[src/rtl/arf_pkg.sv]
`default_nettype none
// ============================================================================
//  Module      : arf_pkg
//  Description : Shared constants for the address register file: the
//                function codes applied by each register, the read-port
//                select codes and the bit positions of the per-register
//                enables inside RegSel.
//  Optional    : ARF_SATURATE_EN (used by arf_register16) switches
//                increment/decrement from wrapping to saturating.
//  Revision    : 1.0 - initial release
// ============================================================================
package arf_pkg;

    // Operation applied by every enabled register on a rising edge
    localparam logic [1:0] FUN_DEC  = 2'b00;
    localparam logic [1:0] FUN_INC  = 2'b01;
    localparam logic [1:0] FUN_LOAD = 2'b10;
    localparam logic [1:0] FUN_CLR  = 2'b11;

    // Read-port source selects; both low codes map to PC
    localparam logic [1:0] SEL_PC0  = 2'b00;
    localparam logic [1:0] SEL_PC1  = 2'b01;
    localparam logic [1:0] SEL_SP   = 2'b10;
    localparam logic [1:0] SEL_AR   = 2'b11;

    // Bit positions within RegSel
    localparam int unsigned C_RSEL_PC = 2;
    localparam int unsigned C_RSEL_AR = 1;
    localparam int unsigned C_RSEL_SP = 0;

endpackage : arf_pkg
`default_nettype wire

[src/rtl/address_register_file_if.sv]
`default_nettype none
// ============================================================================
//  Module      : address_register_file_if
//  Description : Bus bundle for the address register file.
//  Signals     : I        - load data
//                RegSel   - per-register enables {PC, AR, SP}
//                FunSel   - operation applied to enabled registers
//                OutCSel  - OutC source select
//                OutDSel  - OutD source select
//                OutC     - selected register value (port C)
//                OutD     - selected register value (port D)
//  Modports    : master - drives controls/data, observes outputs
//                slave  - the register file itself
//  Revision    : 1.0 - initial release
// ============================================================================
interface address_register_file_if #(
    parameter int WIDTH = 16
);
    logic [WIDTH-1:0] I;
    logic [2:0]       RegSel;
    logic [1:0]       FunSel;
    logic [1:0]       OutCSel;
    logic [1:0]       OutDSel;
    logic [WIDTH-1:0] OutC;
    logic [WIDTH-1:0] OutD;

    modport master (
        output I, RegSel, FunSel, OutCSel, OutDSel,
        input  OutC, OutD
    );

    modport slave (
        input  I, RegSel, FunSel, OutCSel, OutDSel,
        output OutC, OutD
    );

endinterface : address_register_file_if
`default_nettype wire

[src/rtl/arf_register16.sv]
`default_nettype none
// ============================================================================
//  Module      : arf_register16
//  Description : One address register. When enabled on a rising Clock edge
//                it decrements, increments, loads I or clears, as chosen by
//                FunSel; otherwise it holds. Asynchronous active-low Reset
//                clears the state.
//  Ports       : Clock  - rising-edge clock
//                Reset  - asynchronous, active-low clear
//                E      - enable
//                FunSel - operation code
//                I      - load data
//                Q      - register contents (the state flop itself)
//  Optional    : ARF_SATURATE_EN defined -> increment stops at all-ones and
//                decrement stops at zero; undefined -> both wrap.
//  Revision    : 1.0 - initial release
// ============================================================================
module arf_register16
    import arf_pkg::*;
#(
    parameter int WIDTH = 16
) (
    input  wire logic             Clock,
    input  wire logic             Reset,
    input  wire logic             E,
    input  wire logic [1:0]       FunSel,
    input  wire logic [WIDTH-1:0] I,
    output logic      [WIDTH-1:0] Q
);

    localparam logic [WIDTH-1:0] C_ZERO = '0;
    localparam logic [WIDTH-1:0] C_ONES = '1;
    localparam logic [WIDTH-1:0] C_ONE  = WIDTH'(1);

    logic [WIDTH-1:0] q_d;

    always_comb begin
        q_d = Q;
        if (E) begin
            case (FunSel)
                FUN_DEC: begin
`ifdef ARF_SATURATE_EN
                    q_d = (Q == C_ZERO) ? Q : (Q - C_ONE);
`else
                    q_d = Q - C_ONE;
`endif
                end
                FUN_INC: begin
`ifdef ARF_SATURATE_EN
                    q_d = (Q == C_ONES) ? Q : (Q + C_ONE);
`else
                    q_d = Q + C_ONE;
`endif
                end
                FUN_LOAD: q_d = I;
                FUN_CLR:  q_d = C_ZERO;
                default:  q_d = Q;
            endcase
        end
    end

    // Q is the flop itself (no _q suffix) so PC.Q / AR.Q / SP.Q are the
    // state elements seen from the hierarchy.
    always_ff @(posedge Clock or negedge Reset) begin
        if (!Reset) begin
            Q <= C_ZERO;
        end else begin
            Q <= q_d;
        end
    end

endmodule : arf_register16
`default_nettype wire

[src/rtl/address_register_file.sv]
`default_nettype none
// ============================================================================
//  Module      : address_register_file
//  Description : Three address registers (PC, AR, SP) sharing one function
//                code, each gated by its own RegSel bit, with two
//                independent combinational read ports OutC and OutD.
//  Ports       : Clock - rising-edge clock
//                Reset - asynchronous, active-low clear of all registers
//                bus   - address_register_file_if.slave
//                        (I, RegSel, FunSel, OutCSel, OutDSel -> OutC, OutD)
//  Read select : 00/01 -> PC, 10 -> SP, 11 -> AR
//  Optional    : ARF_SATURATE_EN (see arf_register16) selects saturating
//                increment/decrement instead of wrapping.
//  Revision    : 1.0 - initial release
// ============================================================================
module address_register_file
    import arf_pkg::*;
#(
    parameter int WIDTH = 16
) (
    input  wire logic              Clock,
    input  wire logic              Reset,
    address_register_file_if.slave bus
);

    logic [WIDTH-1:0] w_pc;
    logic [WIDTH-1:0] w_ar;
    logic [WIDTH-1:0] w_sp;
    logic [WIDTH-1:0] w_out_c;
    logic [WIDTH-1:0] w_out_d;

    arf_register16 #(.WIDTH(WIDTH)) PC (
        .Clock  (Clock),
        .Reset  (Reset),
        .E      (bus.RegSel[C_RSEL_PC]),
        .FunSel (bus.FunSel),
        .I      (bus.I),
        .Q      (w_pc)
    );

    arf_register16 #(.WIDTH(WIDTH)) AR (
        .Clock  (Clock),
        .Reset  (Reset),
        .E      (bus.RegSel[C_RSEL_AR]),
        .FunSel (bus.FunSel),
        .I      (bus.I),
        .Q      (w_ar)
    );

    arf_register16 #(.WIDTH(WIDTH)) SP (
        .Clock  (Clock),
        .Reset  (Reset),
        .E      (bus.RegSel[C_RSEL_SP]),
        .FunSel (bus.FunSel),
        .I      (bus.I),
        .Q      (w_sp)
    );

    // Read ports are pure muxes on the register outputs: a write is visible
    // right after the edge that performs it, and reset zeros show at once.
    always_comb begin
        w_out_c = w_pc;
        case (bus.OutCSel)
            SEL_PC0, SEL_PC1: w_out_c = w_pc;
            SEL_SP:           w_out_c = w_sp;
            SEL_AR:           w_out_c = w_ar;
            default:          w_out_c = w_pc;
        endcase
    end

    always_comb begin
        w_out_d = w_pc;
        case (bus.OutDSel)
            SEL_PC0, SEL_PC1: w_out_d = w_pc;
            SEL_SP:           w_out_d = w_sp;
            SEL_AR:           w_out_d = w_ar;
            default:          w_out_d = w_pc;
        endcase
    end

    assign bus.OutC = w_out_c;
    assign bus.OutD = w_out_d;

endmodule : address_register_file
`default_nettype wire

[src/flat_wrapper.sv]
// flat-port wrapper written by rule: the top's interface ports become plain ports
module address_register_file_flat import arf_pkg::*;
#(
    parameter int WIDTH = 16
)
  (Clock, Reset, bus_I, bus_RegSel, bus_FunSel, bus_OutCSel, bus_OutDSel, bus_OutC, bus_OutD);
  address_register_file_if #(.WIDTH(WIDTH)) bus_i ();
  input  wire logic Clock;
  input  wire logic Reset;
  input wire logic [$bits(bus_i.I)-1:0] bus_I;
  input wire logic [$bits(bus_i.RegSel)-1:0] bus_RegSel;
  input wire logic [$bits(bus_i.FunSel)-1:0] bus_FunSel;
  input wire logic [$bits(bus_i.OutCSel)-1:0] bus_OutCSel;
  input wire logic [$bits(bus_i.OutDSel)-1:0] bus_OutDSel;
  output wire logic [$bits(bus_i.OutC)-1:0] bus_OutC;
  output wire logic [$bits(bus_i.OutD)-1:0] bus_OutD;
  assign bus_i.I = bus_I;
  assign bus_i.RegSel = bus_RegSel;
  assign bus_i.FunSel = bus_FunSel;
  assign bus_i.OutCSel = bus_OutCSel;
  assign bus_i.OutDSel = bus_OutDSel;
  assign bus_OutC = bus_i.OutC;
  assign bus_OutD = bus_i.OutD;
  address_register_file #(.WIDTH(WIDTH)) u_core (.Clock(Clock), .Reset(Reset), .bus(bus_i));
endmodule
[config.mk]
export PLATFORM = sky130hd
export DESIGN_NAME = address_register_file_flat
export DESIGN_NICKNAME = d
export VERILOG_FILES = /design/src/rtl/arf_pkg.sv /design/src/rtl/address_register_file_if.sv /design/src/rtl/arf_register16.sv /design/src/rtl/address_register_file.sv /design/src/flat_wrapper.sv
export SDC_FILE = /design/constraint.sdc
export NUM_CORES = 1
export LEC_CHECK = 0
export BUFFER_PORTS_ARGS = -buffer_cell sky130_fd_sc_hd__buf_2
export CAP_MARGIN = 20
export CORE_ASPECT_RATIO = 1.4
export CORE_MARGIN = 2
export CORE_UTILIZATION = 30
export DETAILED_ROUTE_END_ITERATION = 8
export PLACE_DENSITY_LB_ADDON = 0.15
export SLEW_MARGIN = 0
export SYNTH_ARGS = -nofsm -noshare
export SYNTH_HDL_FRONTEND = slang
export SYNTH_SLANG_ARGS = --single-unit
[constraint.sdc]
create_clock -name Clock -period 3.6 [get_ports Clock]
set_input_delay 0.36 -clock Clock [delete_from_list [all_inputs] [get_ports Clock]]
set_output_delay 0.36 -clock Clock [all_outputs]
set_load 0.01 [all_outputs]
==> results of run 1 <==
## through the flow
| step | util | cells | setup WS (ps) | total power [mW] | cell area, um2 |
|---|---|---|---|---|---|
| 3_5_place_dp | 0.337 | 845 | 438 | 2.72 | 5290 |
| 5_1_grt | 0.348 | 853 | 569 | 3.55 | 5450 |
| 2_1_floorplan | - | 616 | 105 | 2.22 | 4830 |
| 4_1_cts | 0.348 | 853 | 756 | 3.29 | 5450 |
| 3_3_place_gp | 0.337 | 845 | 519 | 2.70 | 5290 |
| 6_report | 0.348 | 853 | 772 | 3.27 | 5450 |
## layout make-up
class | count | area, um2 | area share
multi-input cells | 522 | 3450 | 0.633
flip-flops and latches | 48 | 1200 | 0.220
repair buffers | 63 | 328 | 0.0601
well taps | 196 | 245 | 0.0450
clock buffers | 5 | 125 | 0.0229
inverters | 16 | 60.1 | 0.0110
clock inverters | 3 | 42.5 | 0.00780
## synthesized netlist by cell type, types with 6 or more instances
cell      number  area, um2
a211oi_1       6       45.0
a21o_1         9       67.6
a21oi_1      109        546
a31oi_1        8       50.1
clkbuf_1      25       93.8
dfrtp_1       48       1200
ha_1          48        601
inv_1         16       60.1
mux2i_1       34        340
nand2_1       41        154
nand2b_1       9       56.3
nand3_1        6       30.0
nand4_1        6       37.5
nor2_1        90        338
nor2b_1        9       56.3
o211ai_1       8       60.1
o21a_1         8       60.1
o21ai_0       44        220
xnor2_1       19        166
xor2_1        16        140
## power by group
part | total, mW | switching, mW | internal, mW | leakage (nW)
registers | 0.888 | 0.207 | 0.681 | 0.560
logic | 1.82 | 1.02 | 0.803 | 1.79
clock network | 0.556 | 0.229 | 0.327 | 0.0798
## registers in the layout, indices dropped and copies added (netlist names)
signal and flops:
u_core.PC.Q 16, u_core.SP.Q 16, u_core.AR.Q 16
## critical path, cell delays in order
cell and delay, ps:
buf_2 250, nand2b_2 210, buf_4 300, ha_1 410, a21o_1 190, a21o_1 220, a2111oi_2 500, o31ai_1 150
xor2_1 180, nand3b_1 120, o311ai_2 100
## cell families (layout without fill, tap and decap cells)
logic type	after synthesis	count (layout)
fa+ha+maj	51	51
xor+xnor	35	35
buf+inv	46	87
simple gates	179	179
compound gates	223	223
mux	34	34
flops	48	48
## worst paths after layout
| check | start | end | cells after the start |
|---|---|---|---|
| setup / recovery | bus_FunSel[0] | u_core.PC.Q[15] | 11 |
| hold / removal | Reset | u_core.PC.Q[13] | 1 |
| setup reg to reg | u_core.SP.Q[0] | u_core.SP.Q[10] | 8 |
| hold reg to reg | u_core.PC.Q[9] | u_core.PC.Q[9] | 1 |
| max in group asynchronous | Reset | u_core.AR.Q[5] | 2 |
| min in group Clock | bus_I[15] | u_core.AR.Q[15] | 3 |
## routing by layer
| metal | wire [um] | share of wire | track usage |
|---|---|---|---|
| met3 | 412 | 0.027 | 0.0138 |
| met2 | 7790 | 0.51 | 0.327 |
| met4 | 327 | 0.021 | 0.0588 |
| met1 | 6790 | 0.44 | 0.228 |
| met5 | 0 | 0 | 0 |
==> results by group, run 1 <==
GRT
  • Number of global-route vias before repair: 4,684
  • GRT Residual Overflow: 0
  • First-pass GRT wire length: 24.7 mm
  • Largest net degree at the start of global routing: 42
  • Antenna violations before repair: 0
  • Overall Global Routing Usage: 0.181

Yosys
  • Area share of and/or/nand/nor cells after synthesis: 0.165
  • Yosys reg bits: 48
  • Total standard cell area after synthesis: 0.00483 mm2
  • Mux share of post-synthesis cell area: 0.0705
  • Share of the synthesized area in compound gates (AO/OA/AOI/OAI): 0.279
  • Synth unique cells: 54
  • Synth async-reset ratio: 1.00
  • Number of warnings printed during yosys synthesis: 0
  • Largest family of logic cells by synthesized area: compound AO/OA/AOI/OAI gates
  • Mean Syn Cell Area: 7.83 um2
  • Post-synth EDFFs: 0
  • Parity-gate share of the synthesized area counting xor and xnor cells: 0.0635
  • Most used flip-flop cell after synthesis: dfrtp_1
  • Instance count of the mapped netlist: 616
  • Number of nets in the synthesized netlist: 694
  • Portion of the post-synthesis area used by sequential elements: 0.249
  • Adder and majority gate portion of the synthesized area: 0.137

Power
  • Power density cells: 599 mW/mm2
  • Leakage component of the power: 2.43 nW
  • Largest vdd supply drop: 0.246 mV

Finish
  • Commonest cells after routing, fill and taps aside: 109 x a21oi_1, 90 x nor2_1, 58 x buf_2
  • Final Net Count: 734
  • Fill cell instance count of the final layout: 1,690
  • Number of antenna cells inserted: 0
  • Ratio of cells with drive above 1 in the final layout: 0.126
  • Most common cell after layout, fill and taps aside: a21oi_1
  • Area growth from synthesis to layout: 13.0%

Detailed routing
  • Number of nets with antenna violations after detailed routing: 0
  • DR pass1 iterations: 5
  • Routed wire length: 15.3 mm
  • Detail-routed net length per standard cell: 18.0 um
  • Iter 0 DRT Violations: 238
  • Count of vias placed by the detailed router: 4,668
  • Post-detailed-route via-to-cell ratio: 5.47
  • Total DRC errors in the routed layout: 0

Clocking
  • Clock root buffer: clkbuf_16
  • Post-cts repair resize count: 0
  • Maximum buffer depth of the clock tree: 2
  • Hold buffers post-CTS: 0
  • H-tree Lvls: 2
  • Clk_lat worst skew: 300 ps
  • Cts bufs inserted: 5
  • TritonCTS Sinks: 48
  • CTS clk-pin slew, worst paths: 70 ps
  • Post-CTS setup repair buffer count: 0
  • Clock tree from TritonCTS: done

STA
  • Total negative setup slack: 0 ps
  • Min Hold Slack: 182 ps
  • Share of the clock period used by the worst path: 0.786
  • Setup repair after global routing missed its margin: no
  • Time the final worst path needs with I/O delays and setup: 2830 ps
  • Final hold violation count: 0
  • Fin Clk Skew: 8.37 ps
  • Final setup fails: 0
  • Peak clock frequency supported by timing: 0.354 GHz
  • Worst-Margin Slew: 915 ps
  • Total count of max-transition violations in the final report: 0
  • Worst rel slew slack: 0.390

Outcome
  • Outcome: finished clean

Worst setup path
  • Critical path start-end classification: in2reg
  • Nature of the critical path endpoint: register
  • Top fanout value on the critical path: 29
  • Data arrival time of the worst path: 3000 ps
  • Worst reg-to-reg setup slack: 1150 ps
  • Required time of the worst setup path: 3780 ps
  • Startpoint type of the worst setup path: primary input

Min path
  • Class of the tightest hold or removal check: in2async

Floorplanning
  • Number of primary I/O pins: 59
  • Row count: 54
  • Std-Cell Core Area: 0.0157 mm2
  • Chip Width: 111 um
  • Die height: 154 um
  • Die ar.: 0.0171 mm2
  • Initial Util: 0.308

Placement
  • Number of I/O port buffers: 58
  • Routability congestion estimate from global placement: 0.883
  • Post-detail-place hpwl: 11.8 mm

Flow run
  • Number of violations of the max-capacitance limit: 0
(Power assumes the default switching activity.)
==> run 2: changes to the inputs <==
ABC_AREA = 1   (was default)
clock period = 2.9 ns   (was 3.6 ns; I/O delays follow)
==> run 2 against run 1 <==
Net effect: global-route usage grew 0.72 points; routed wire length grew 18%; register-to-register slack lost 130 ps; clock power grew 3.6%; final cell count grew 43%; clock skew shrank 0.67 ps; worst setup slack lost 31 ps.
==> results by group, run 2 <==
Outcome
  • Outcome: finished clean

Placement
  • Post-placement setup slack: 425 ps
  • Post-detail-place hpwl: 14.5 mm
  • Placed Instance Area: 0.00608 mm2
  • Routability congestion estimate from global placement: 0.801
  • Number of I/O port buffers: 58
  • Count of placed standard cells including taps: 1,209

Power
  • Largest vdd supply drop: 0.262 mV
  • Psw: 1.76 mW
  • Portion of total power attributed to the clock network: 0.158
  • Seq pwr share: 0.261
  • Total internal power: 1.89 mW
  • Tot Pwr: 3.66 mW
  • Power density cells: 588 mW/mm2
  • Leakage component of the power: 3.57 nW
  • Combinational share of power: 0.581
  • Switch share: 0.482

Yosys
  • Biggest area contributors in the synthesized netlist: nand2_1 22%, dfrtp_1 22%, inv_1 12%, ha_1 11%, nand3_1 6.3%
  • Synth top area share: 0.219
  • Instance count of the mapped netlist: 927
  • Total standard cell area after synthesis: 0.00554 mm2
  • Most used flip-flop cell after synthesis: dfrtp_1
  • Portion of the post-synthesis area used by sequential elements: 0.217
  • Mean Syn Cell Area: 5.98 um2
  • Commonest cells in the synthesized netlist: 324 x nand2_1, 170 x inv_1, 70 x nand3_1, 68 x nor2_1, 52 x a21oi_1
  • Number of nets in the synthesized netlist: 1,005
  • Most frequently used cell type in the post-synthesis netlist: nand2_1
  • Cell type contributing the most total cell area after synthesis: nand2_1
  • Number of warnings printed during yosys synthesis: 0
  • Yosys reg bits: 48
  • Post-synth EDFFs: 0
  • Synth async-reset ratio: 1.00
  • Synth unique cells: 35

Finish
  • Most common cell after layout, fill and taps aside: nand2_1
  • Cell area after layout: 0.00621 mm2
  • Ratio of cells with drive above 1 in the final layout: 0.0922
  • Post-Layout Cell Count: 1,217
  • Top flop regs: u_core.AR.Q: 16 flops, u_core.PC.Q: 16 flops, u_core.SP.Q: 16 flops
  • Final Net Count: 1,054
  • Commonest cells after routing, fill and taps aside: 324 x nand2_1, 170 x inv_1, 70 x nand3_1
  • Area growth from synthesis to layout: 12.1%

Clocking
  • Post-cts repair resize count: 0
  • Maximum buffer depth of the clock tree: 2
  • Clock tree from TritonCTS: done
  • TritonCTS Sinks: 48
  • Hold buffers post-CTS: 0
  • H-tree Lvls: 2
  • Cts bufs inserted: 5
  • Clk_lat worst skew: 290 ps
  • Post-CTS setup repair buffer count: 0
  • Clock root buffer: clkbuf_16
  • CTS clk-pin slew, worst paths: 70 ps

Min path
  • Class of the tightest hold or removal check: in2async

STA
  • Peak clock frequency supported by timing: 0.463 GHz
  • Final hold violation count: 0
  • Worst-Margin Slew: 690 ps
  • Share of the clock period used by the worst path: 0.745
  • Total negative setup slack: 0 ps
  • Setup repair after global routing missed its margin: no
  • Time the final worst path needs with I/O delays and setup: 2160 ps
  • Final setup fails: 0
  • Total count of max-transition violations in the final report: 0
  • Fin worst setup slack: 740 ps
  • Fin Clk Skew: 7.70 ps
  • Worst rel slew slack: 0.540

GRT
  • GRT Residual Overflow: 0
  • Antenna violations before repair: 1
  • Number of global-route vias before repair: 5,862
  • Largest net degree at the start of global routing: 49
  • First-pass GRT wire length: 29.4 mm
  • Overall Global Routing Usage: 0.188

Worst setup path
  • Nature of the critical path endpoint: register
  • Worst reg-to-reg setup slack: 1020 ps
  • Startpoint type of the worst setup path: primary input
  • Critical path start-end classification: in2reg
  • Top fanout value on the critical path: 26
  • Data arrival time of the worst path: 2340 ps
  • Required time of the worst setup path: 3080 ps

Detailed routing
  • Post-detailed-route via-to-cell ratio: 4.77
  • Length of routed met3 wiring: 485 um
  • Iter 0 DRT Violations: 195
  • Number of nets with antenna violations after detailed routing: 0
  • Detail-routed net length per standard cell: 14.8 um
  • DR pass1 iterations: 5
  • Total DRC errors in the routed layout: 0
  • Length of routed wiring on met1: 7.65 mm
  • Top metal layer carrying routed signals: met4
  • Routed wire length: 18.0 mm
  • Count of vias placed by the detailed router: 5,804
  • Met2 layer wire length in the routed design: 9.52 mm

Floorplanning
  • Chip Width: 119 um
  • Number of primary I/O pins: 59
  • Die height: 165 um
  • Std-Cell Core Area: 0.0181 mm2
  • Die ar.: 0.0196 mm2
  • Initial Util: 0.307
  • Row count: 58

Flow run
  • Number of violations of the max-capacitance limit: 0
==> run 2: cell count changes in the layout (fill, tap and decap cells not counted), sizes merged, moves of 10 or more <==
cell	previous run	this run
o221ai	0	32
o21ai	47	12
a21o	10	0
nor2	90	71
mux2i	34	0
xor2	16	2
nand3	6	70
inv	16	177
xnor2	19	1
a21oi	109	53
or2	1	16
nand2	41	329
==> run 2: worst max-delay path, stage by stage <==
cell and delay (ps):
buf_2 120, inv_4 90, nand2_4 240, buf_4 300
ha_1 360, nand2_1 130, inv_1 100, a21oi_4 150
nand2_2 100, or2_0 210, nand3_1 70, nand2_1 60
nand2_1 50, nand2_1 60
==> run 2: power groups by stage <==
stage | combinational, mW | sequential [mW] | clock, mW
after floorplan | 1.60 | 0.909 | 0
after global placement | 2.13 | 0.962 | 0
after detailed placement | 2.14 | 0.966 | 0
after CTS | 2.15 | 0.954 | 0.600
after global routing | 2.46 | 0.977 | 0.621
final | 2.13 | 0.955 | 0.576
==> run 2: path summary, 6_finish.rpt <==
check                                     from               to  depth (start not counted)
worst max register to register  u_core.SP.Q[2]  u_core.SP.Q[11]                          9
worst max-delay path             bus_FunSel[1]   u_core.PC.Q[7]                         14
worst min-delay path                     Reset   u_core.SP.Q[3]                          2
min in group Clock                    bus_I[7]   u_core.SP.Q[7]                          5
max in group asynchronous                Reset  u_core.AR.Q[15]                          2
worst min register to register  u_core.AR.Q[8]   u_core.AR.Q[8]                          2
==> run 2: cells by family (layout without fill, tap and decap cells) <==
logic type | count (synthesis) | after routing | synth area share
AO/OA/AOI/OAI | 116 | 116 | 0.133
AND/OR/NAND/NOR | 509 | 509 | 0.384
buffers and inverters | 200 | 249 | 0.142
adder cells (fa/ha/maj) | 51 | 51 | 0.119
other | 0 | 1 | 0
XOR/XNOR | 3 | 3 | 0.00474
flip-flops | 48 | 48 | 0.217
==> run 2: stage by stage <==
step | hold WS (ps) | utilization
CTS | 158 | 0.344
finish | 126 | 0.344
detailed placement | 472 | 0.336
global placement | 464 | 0.336
global route | 190 | 0.344
floorplan | -5.59 | -
==> run 2: cell type report <==
type / instances / area (um2)
antenna: 1 / 2.50
multi-input combinational: 679 / 3550
clock buffer: 6 / 129
timing repair buffer: 65 / 355
clock inverter: 1 / 5.00
sequential: 48 / 1200
fill: 2051 / 11900
inverter: 177 / 667
tap: 240 / 300
==> run 2: metal layers <==
metal,GRT usage,vias up
met1,0.217,2652
met2,0.364,97
met3,0.0162,18
met5,0,-
met4,0.0595,0
li1,-,3037
==> run 3: changes to the inputs <==
clock period = 1.9 ns   (was 2.9 ns; I/O delays follow)
==> run 3 against run 2 <==
Net effect: critical path depth decreased by 5; clock power increased by 63%; non-clock buffer count increased by 72; worst hold slack improved by 97 ps; global-route usage increased by 0.83 points; flip-flop and latch count unchanged; sequential share of layout area decreased by 2.0 points; final cell count increased by 6.0%; worst setup slack got worse by 640 ps; first-iteration DRC count increased by 71%; critical endpoint is now u_core.AR.Q[11]; largest cell class unchanged; highest routed layer unchanged.
==> results by group, run 3 (synthesis results as in run 2) <==
Worst setup path
  • Crit-path leading delay family: simple AND/OR/NAND/NOR gates
  • Chain of cells forming the critical path: ha_1, or2_1, nand3_1, nand2_1, nand2_1, nand2_1, nand2_1, nand3_1, a21oi_1
  • Cell type of the slowest stage on the worst timing path: dfrtp_1
  • Data arrival time of the worst path: 2030 ps
  • FF-to-FF Start: u_core.AR.Q[2]
  • Endpoint of the worst-slack reg-to-reg timing path: u_core.AR.Q[11]
  • Startpoint type of the worst setup path: register
  • Cell seen most often among critical-path stages: nand2_1
  • Worst-case reg-to-reg path depth: 9
  • Nature of the critical path endpoint: register
  • Top fanout value on the critical path: 5
  • Required time of the worst setup path: 2130 ps
  • Worst reg-to-reg setup slack: 100 ps
  • CP bufs+invs: 0
  • Crit-path max cell delay: 430 ps
  • Critical path start-end classification: reg2reg

Floorplanning
  • Initial Util: 0.307
  • Chip Width: 119 um
  • Row count: 58
  • Die ar.: 0.0196 mm2
  • Std-Cell Core Area: 0.0181 mm2
  • Die height: 165 um
  • Number of primary I/O pins: 59

GRT
  • Largest net degree at the start of global routing: 40
  • Overall Global Routing Usage: 0.197
  • Antenna violations before repair: 1
  • First-pass GRT wire length: 30.6 mm
  • Number of global-route vias before repair: 6,029
  • GRT Residual Overflow: 0

Clocking
  • Clock root buffer: clkbuf_16
  • H-tree Lvls: 2
  • Clock tree from TritonCTS: done
  • Cts bufs inserted: 5
  • Maximum buffer depth of the clock tree: 2
  • TritonCTS Sinks: 48
  • Clk_lat worst skew: 300 ps
  • CTS clk-pin slew, worst paths: 70 ps

STA
  • Worst rel slew slack: 0.604
  • Min Hold Slack: 223 ps
  • Total count of max-transition violations in the final report: 0
  • Peak clock frequency supported by timing: 0.557 GHz
  • Worst-Margin Slew: 592 ps
  • Share of the clock period used by the worst path: 0.945
  • Final setup fails: 0
  • Final hold violation count: 0
  • Time the final worst path needs with I/O delays and setup: 1800 ps
  • Fin Clk Skew: 9.78 ps

Finish
  • Register area: 0.00120 mm2
  • Final Net Count: 1,126
  • Ratio of cells with drive above 1 in the final layout: 0.173
  • Commonest cells after routing, fill and taps aside: 320 x nand2_1, 169 x inv_1, 75 x buf_4
  • Fill cell instance count of the final layout: 2,016
  • Top flop regs: u_core.AR.Q: 16 flops, u_core.PC.Q: 16 flops, u_core.SP.Q: 16 flops
  • Area growth from synthesis to layout: 25.1%
  • Post-layout utilization of the core: 0.384
  • Most common cell after layout, fill and taps aside: nand2_1
  • Area of the multi-input gates: 0.00368 mm2

Power
  • Leakage component of the power: 3.95 nW
  • Power density cells: 898 mW/mm2
  • Largest vdd supply drop: 0.484 mV
  • Tot Pwr: 6.23 mW

Min path
  • Class of the tightest hold or removal check: in2reg
  • Cell depth of the worst min-delay path: 2
  • Worst Hold Launch: bus_RegSel[1]
  • Sink of the worst hold path: u_core.AR.Q[2]

Detailed routing
  • Post-detailed-route via-to-cell ratio: 4.72
  • Routed wire length: 18.8 mm
  • Count of vias placed by the detailed router: 6,086
  • DR pass1 iterations: 5
  • Detail-routed net length per standard cell: 14.6 um
  • Number of nets with antenna violations after detailed routing: 0
  • Total DRC errors in the routed layout: 0
  • Iter 0 DRT Violations: 334

Flow run
  • Number of violations of the max-capacitance limit: 0

Placement
  • Post-detail-place hpwl: 15.5 mm
  • Routability congestion estimate from global placement: 0.852
  • Number of I/O port buffers: 58

Outcome
  • Outcome: finished clean
## run 3: cell count changes in the layout (fill, tap and decap cells not counted), moves of 3 or more
cell	before	now
a21oi_1	52	49
a21oi_2	0	3
buf_4	6	75
ha_1	48	42
ha_4	0	6
nand2_1	324	320
nand2_2	4	8
nand3_1	70	65
nand3_2	0	5
## run 3: worst max path at each step
stage,from,endpoint,slack [ps],depth (start not counted)
5_1_grt,u_core.SP.Q[7],u_core.SP.Q[13],-3,9
6_report,u_core.AR.Q[2],u_core.AR.Q[11],100,9
4_1_cts,u_core.SP.Q[4],u_core.SP.Q[14],90,10
2_1_floorplan,bus_FunSel[1],u_core.SP.Q[8],-20,12
3_5_place_dp,bus_FunSel[0],u_core.SP.Q[14],-160,13
3_3_place_gp,bus_FunSel[0],u_core.PC.Q[7],-150,13
## run 3: report_power, final
part	leakage (nW)	switching [mW]	internal, mW	total (mW)
Clock	0.0766	0.419	0.521	0.940
Sequential	0.562	0.232	1.23	1.46
Combinational	3.31	2.21	1.62	3.83
## run 3: metal layers
layer	GRT usage	share of wire	wire length, um
met1	0.227	0.42	7880
met2	0.377	0.52	9870
met3	0.0128	0.027	507
met4	0.0731	0.031	583
met5	0	0	0
## run 3: area by class of cell
cell class | instances | share of cell area
Sequential cell | 48 | 0.173
Inverter | 177 | 0.0966
Multi-Input combinational cell | 679 | 0.531
Clock buffer | 6 | 0.0200
Timing Repair Buffer | 137 | 0.134
Clock inverter | 2 | 0.00144
Antenna cell | 1 | 0.000361
Tap cell | 240 | 0.0433
## run 3: worst reg2reg max path, delay by kind of cell (launching register included)
family | cells | cell delay [ps]
AOI/OAI and AO/OA | 1 | 160
adders and majority gates | 1 | 360
and+or+nand+nor | 7 | 800
DFF | 1 | 430
## run 3: what timing repair did
item,4_1_cts,5_1_grt
gates resized for setup,0,18
endpoints found under the hold margin,15,0
hold buffers,1,0
setup endpoints to repair,0,17
setup buffers,0,2
## run 3: per-stage QoR
step	cells	instance area [um2]	setup WS, ps	setup TNS, ps
6_report	1290	6930	104	0
5_1_grt	1289	6930	-3.23	-3.23
4_1_cts	1287	6800	90.1	0
3_5_place_dp	1278	6650	-163	-3080
3_3_place_gp	1278	6650	-147	-2670
2_1_floorplan	927	5570	-17.4	-17.4
